### config.mk
export PLATFORM = sky130hd
export DESIGN_NAME = aes_mixcol_engine
export DESIGN_NICKNAME = d
export VERILOG_FILES = /design/src/rtl/aes_pkg.sv /design/src/rtl/aes_mixcol_column.sv /design/src/rtl/aes_mixcol_engine.sv
export SDC_FILE = /design/constraint.sdc
export NUM_CORES = 1
export LEC_CHECK = 0
export ABC_AREA = 1
export CAP_MARGIN = 20
export CORE_MARGIN = 2
export CORE_UTILIZATION = 54
export CTS_CLUSTER_DIAMETER = 40
export CTS_CLUSTER_SIZE = 10
export DETAILED_ROUTE_END_ITERATION = 16
export PLACE_DENSITY = 0.89
export SETUP_SLACK_MARGIN = 0.2
export SLEW_MARGIN = 20
export SYNTH_ARGS = -nofsm -noshare
export SYNTH_HDL_FRONTEND = slang
export SYNTH_SLANG_ARGS = --single-unit
### constraint.sdc
create_clock -name clk -period 3.3 [get_ports clk]
set_input_delay 0.825 -clock clk [delete_from_list [all_inputs] [get_ports clk]]
set_output_delay 0.825 -clock clk [all_outputs]
set_load 0.1 [all_outputs]
### src/rtl/aes_pkg.sv
// Shared types, GF(2^8) reduction constant, FSM encoding and xtime helper
// for the AES MixColumns engine.
package aes_pkg;

  typedef logic [127:0] state_t;
  typedef logic [31:0]  col_t;
  typedef logic [7:0]   byte_t;

  localparam byte_t GF_POLY = 8'h1B;

  typedef enum logic [1:0] {IDLE, BUSY, DONE} fsm_state_e;

  // Multiply by x in GF(2^8), reducing by x^8+x^4+x^3+x+1.
  function automatic byte_t xtime(input byte_t b);
    return {b[6:0], 1'b0} ^ (b[7] ? GF_POLY : 8'h00);
  endfunction

endpackage

### src/rtl/aes_mixcol_column.sv
// Combinational transform of one 32-bit column: MixColumns when i_inv=0,
// InvMixColumns when i_inv=1. Row 0 sits in the most significant byte.
module aes_mixcol_column
  import aes_pkg::*;
(
  input  logic [31:0] i_col,
  input  logic        i_inv,
  output logic [31:0] o_col
);

  byte_t w_a  [4];
  byte_t w_x2 [4];
  byte_t w_x4 [4];
  byte_t w_x8 [4];
  byte_t w_m3 [4];
  byte_t w_m9 [4];
  byte_t w_mb [4];
  byte_t w_md [4];
  byte_t w_me [4];
  byte_t w_fwd[4];
  byte_t w_rev[4];

  // All constant products come from one xtime chain per byte.
  for (genvar gi = 0; gi < 4; gi++) begin : g_prod
    assign w_a[gi]  = i_col[31-8*gi -: 8];
    assign w_x2[gi] = xtime(w_a[gi]);
    assign w_x4[gi] = xtime(w_x2[gi]);
    assign w_x8[gi] = xtime(w_x4[gi]);
    assign w_m3[gi] = w_x2[gi] ^ w_a[gi];
    assign w_m9[gi] = w_x8[gi] ^ w_a[gi];
    assign w_mb[gi] = w_x8[gi] ^ w_x2[gi] ^ w_a[gi];
    assign w_md[gi] = w_x8[gi] ^ w_x4[gi] ^ w_a[gi];
    assign w_me[gi] = w_x8[gi] ^ w_x4[gi] ^ w_x2[gi];
  end

  // Row r takes coefficient (k-r) mod 4 for input row k.
  for (genvar gi = 0; gi < 4; gi++) begin : g_row
    localparam int K1 = (gi + 1) % 4;
    localparam int K2 = (gi + 2) % 4;
    localparam int K3 = (gi + 3) % 4;
    assign w_fwd[gi] = w_x2[gi] ^ w_m3[K1] ^ w_a[K2]  ^ w_a[K3];
    assign w_rev[gi] = w_me[gi] ^ w_mb[K1] ^ w_md[K2] ^ w_m9[K3];
    assign o_col[31-8*gi -: 8] = i_inv ? w_rev[gi] : w_fwd[gi];
  end

endmodule

### src/rtl/aes_mixcol_engine.sv
// Sequential MixColumns/InvMixColumns engine: COLS_PER_CYCLE columns per clock,
// valid/ready on both sides. Optional pass-through enabled by MIXCOL_SKIP_EN.
module aes_mixcol_engine
  import aes_pkg::*;
#(
  parameter int COLS_PER_CYCLE = 1
)
(
  input  logic         clk,
  input  logic         rst,
  input  logic         in_valid,
  output logic         in_ready,
  input  logic [127:0] in_state,
  input  logic         in_inv,
`ifdef MIXCOL_SKIP_EN
  input  logic         in_skip,
`endif
  output logic         out_valid,
  input  logic         out_ready,
  output logic [127:0] out_state,
  output logic         busy
);

  if (!(COLS_PER_CYCLE == 1 || COLS_PER_CYCLE == 2 || COLS_PER_CYCLE == 4)) begin : g_bad_cols
    $error("aes_mixcol_engine: COLS_PER_CYCLE must be 1, 2 or 4");
  end

  localparam int         PASSES   = 4 / COLS_PER_CYCLE;
  localparam logic [1:0] COL_STEP = 2'(COLS_PER_CYCLE);
  localparam logic [1:0] LAST_CNT = 2'(4 - COLS_PER_CYCLE);

  fsm_state_e r_fsm, w_fsm_next;
  state_t     r_state, w_upd;
  logic       r_inv;
  logic [1:0] r_col_cnt;
  logic       w_accept, w_last;
  fsm_state_e w_start;

  logic [1:0]  w_idx    [COLS_PER_CYCLE];
  logic [31:0] w_col_in [COLS_PER_CYCLE];
  logic [31:0] w_col_out[COLS_PER_CYCLE];

`ifdef MIXCOL_SKIP_EN
  assign w_start = in_skip ? DONE : BUSY;
`else
  assign w_start = BUSY;
`endif

  assign w_last = (r_col_cnt == LAST_CNT);

  for (genvar gi = 0; gi < COLS_PER_CYCLE; gi++) begin : g_col
    assign w_idx[gi]    = r_col_cnt + 2'(gi);
    assign w_col_in[gi] = r_state[(3 - int'(w_idx[gi]))*32 +: 32];
    aes_mixcol_column u_col (
      .i_col (w_col_in[gi]),
      .i_inv (r_inv),
      .o_col (w_col_out[gi])
    );
  end

  always_comb begin
    w_upd = r_state;
    for (int k = 0; k < COLS_PER_CYCLE; k++) begin
      w_upd[(3 - int'(w_idx[k]))*32 +: 32] = w_col_out[k];
    end
  end

  always_ff @(posedge clk) begin
    if (rst) r_fsm <= IDLE;
    else     r_fsm <= w_fsm_next;
  end

  always_comb begin
    w_fsm_next = r_fsm;
    in_ready   = 1'b0;
    out_valid  = 1'b0;
    busy       = 1'b0;
    case (r_fsm)
      IDLE: begin
        in_ready = !rst;
        if (in_valid) w_fsm_next = w_start;
      end
      BUSY: begin
        busy = 1'b1;
        if (w_last) w_fsm_next = DONE;
      end
      DONE: begin
        out_valid = 1'b1;
        in_ready  = out_ready && !rst;
        // A waiting source is taken on the same edge the result leaves.
        if (out_ready) w_fsm_next = in_valid ? w_start : IDLE;
      end
      default: w_fsm_next = IDLE;
    endcase
    w_accept = in_valid && in_ready;
  end

  always_ff @(posedge clk) begin
    if (rst) begin
      r_state   <= '0;
      r_inv     <= 1'b0;
      r_col_cnt <= '0;
    end else if (w_accept) begin
      r_state   <= in_state;
      r_inv     <= in_inv;
      r_col_cnt <= '0;
    end else if (r_fsm == BUSY) begin
      r_state   <= w_upd;
      r_col_cnt <= r_col_cnt + COL_STEP;
    end
  end

  assign out_state = r_state;

endmodule
==> summary.txt <==
outcome - finished clean
met2 Usage GRT - 71.3%
Die Y - 162 um
Cell Count, Final, Fillers Out - 2905
sequential share of the synthesized area - 19.8%
Crit Path Category - reg2reg
FP Rows - 57
H-tree Lvls - 4
Pwr per Cell Area - 670 mW/mm^2
Leak - 8.22 nW
clock tree buffer depth - 2
#FFs+latches synth - 133
max_cap viols - 0
setup TNS - 0 ns
number of synthesized flops with an enable pin - 0
clk sinks - 133
commonest non-fill, non-tap cell in the layout - nand2_1
# port buffers - 263
antenna violations before repair - 0
maximum VDD drop - 0.000357 V
RSZ-0062 raised after global routing - true
CP Launch Type - register
crit path capture type - register
vias in the first global route - 15600
Final Setup Violations - 0
met1 Use GR - 58.3%
TritonRoute pass-1 iters - 11
Worst slew margin - 43.2%
Avg Inst Size Synth - 5.89 um^2
# DRC - 0
maximum clock rate - 0.326 GHz
Die Width - 162 um
IO Count - 264
Die ar. - 0.0262 mm^2
Hold Crit Class - reg2reg
Cells after Synth - 2282
Required @ worst endpoint - 3.60 ns
Antenna Cells - 0
via density per instance - 6.06
CTS Hold Bufs - 0
Hold Violations, Final - 0
most frequent cells in the layout - nand2_1, nand3_1, buf_4
Total GRT Usage - 46.4%
Vias - 17600
nets@finish - 2705
core footprint - 0.0244 mm^2
Final Max Tran Viols - 0
GRT met3 Usage - 15.7%
clk_skew - 0.0168 ns
Worst Tran Pin Value - 0.853 ns
TritonCTS clock tree - yes
Avg WL per Cell - 21.9 um
placed insts - 2857
grt total ovfl - 0
clk_lat worst skew - 0.44 ns
Detailed Place HPWL - 48900 um
ys async rst share - 0%
Synth area leaders - nand2_1, dfxtp_1, nand3_1, xor2_1, nor2_1
Main synth FF type - dfxtp_1
Area Growth Syn to Fin - 29.1%
WP data arrival - 3.37 ns
Clock Root Buffer - clkbuf_16
Routed Wire Length - 63600 um
critical-path maximum fanout - 23
post-synthesis cell area - 0.0134 mm^2
GPL Wtd Cong - 1.14
count of different cell masters after synthesis - 45
DRT antenna net count - 0
CTS clk-pin slew, worst paths - 0.08 ns
Yosys top cell by area - nand2_1
Tmin final - 3.06 ns
first-pass GRT wire length - 92300 um
top cell type's share of synthesized area - 26.4%
Ys Warns - 0
grt peak-use layer - met2
effective utilization at floorplan - 55.1%
largest net degree at the start of global routing - 129
Tcrit/Tclk final - 92.8%
DRT iter0 DRCs - 2843
Syn Nets - 2419
CTS buffer count - 17
share of layout cells above drive strength 1 - 17.9%
critical path: stages, from the launching register on:
cell,delay (ns)
dfxtp_4,0.47
buf_12,0.20
nand2_1,0.10
nand2_1,0.08
nand2_1,0.06
nand2_2,0.10
buf_4,0.17
nand2_4,0.05
nand2_2,0.11
nand2_1,0.08
nand2_1,0.18
nand2_1,0.09
nand2_1,0.17
nand2_1,0.07
nand2_1,0.10
xor2_1,0.20
nand2_1,0.19
nand4_1,0.25
nor2_1,0.07
nor2_1,0.12
nor2_1,0.05
flip-flops by register name, summed over array words and instances, names as in the netlist:
register / count
out_state: 128
r_col_cnt: 2
r_fsm: 2
r_inv: 1
area by class of cell:
type | instances | area [um^2]
inverter | 101 | 410
clock buffer | 18 | 439
sequential | 133 | 2670
timing repair inverter | 1 | 11.3
tap | 324 | 405
multi-input combinational | 1936 | 10000
clock inverter | 14 | 158
timing repair buffer | 378 | 3260
fill | 2135 | 7040
synthesized netlist by cell type, types with 2 or more instances:
cell type,count
nand2_4,14
nand3_1,293
xnor2_2,7
inv_2,12
clkinv_1,2
nand4_1,63
or2_2,11
o21ai_0,20
a21o_1,5
a21oi_1,17
xor2_2,9
ha_1,4
inv_1,85
clkbuf_1,59
or2_1,8
buf_1,9
buf_4,13
nor2_2,3
xnor2_4,4
nor3_1,4
nor2_1,193
a31oi_1,65
nand2_2,61
nand3b_1,9
nand2_1,944
xnor2_1,58
dfxtp_1,133
buf_8,2
o21ai_1,4
nand3_2,20
buf_6,15
xor2_1,110
buf_2,14
worst paths after layout:
| kind | startpoint | endpoint | slack, ns | cells past startpoint |
|---|---|---|---|---|
| max | r_col_cnt[0] | out_state[105] | 0.24 | 20 |
| min | out_state[9] | out_state[9] | 0.51 | 2 |
| max reg2reg | r_col_cnt[0] | out_state[105] | 0.24 | 20 |
| min reg2reg | out_state[9] | out_state[9] | 0.51 | 2 |
per-layer routing:
layer	vias up	routed length (um)
met5	-	0
met4	0	4140
li1	7884	-
met1	7850	22500
met2	1560	27100
met3	313	9940
where the power goes:
part,internal (mW),total (mW),switching [mW]
registers,1.71,1.86,0.143
logic,2.44,7.77,5.33
clock network,1.10,2.00,0.904
timing repair:
action                     in CTS  in global routing
buffers inserted                0                 14
cloned                          0                  2
resized for setup               3                 46
pin swaps                       0                 12
setup endpoints to repair       2                 71
stage by stage:
step	area (um^2)	total power [mW]	hold WS (ns)	utilization, %	setup WS (ns)
after floorplan	13400	6.88	0.521	-	0.353
after global routing	17400	12.1	0.521	71.1	0.0939
final	17400	11.6	0.508	71.1	0.237
after global placement	16400	9.02	0.490	67.1	0.235
after CTS	17000	11.1	0.505	69.6	0.231
after detailed placement	16400	9.12	0.495	67.1	0.191
logic make-up after synthesis:
logic type / synth area share [%]
AND/OR/NAND/NOR: 53.2
buffers and inverters: 7.52
XOR/XNOR: 13.9
flip-flops: 19.8
AO/OA/AOI/OAI: 5.14
adder cells (fa/ha/maj): 0.372
No activity file was read; power rests on OpenSTA's default activity.
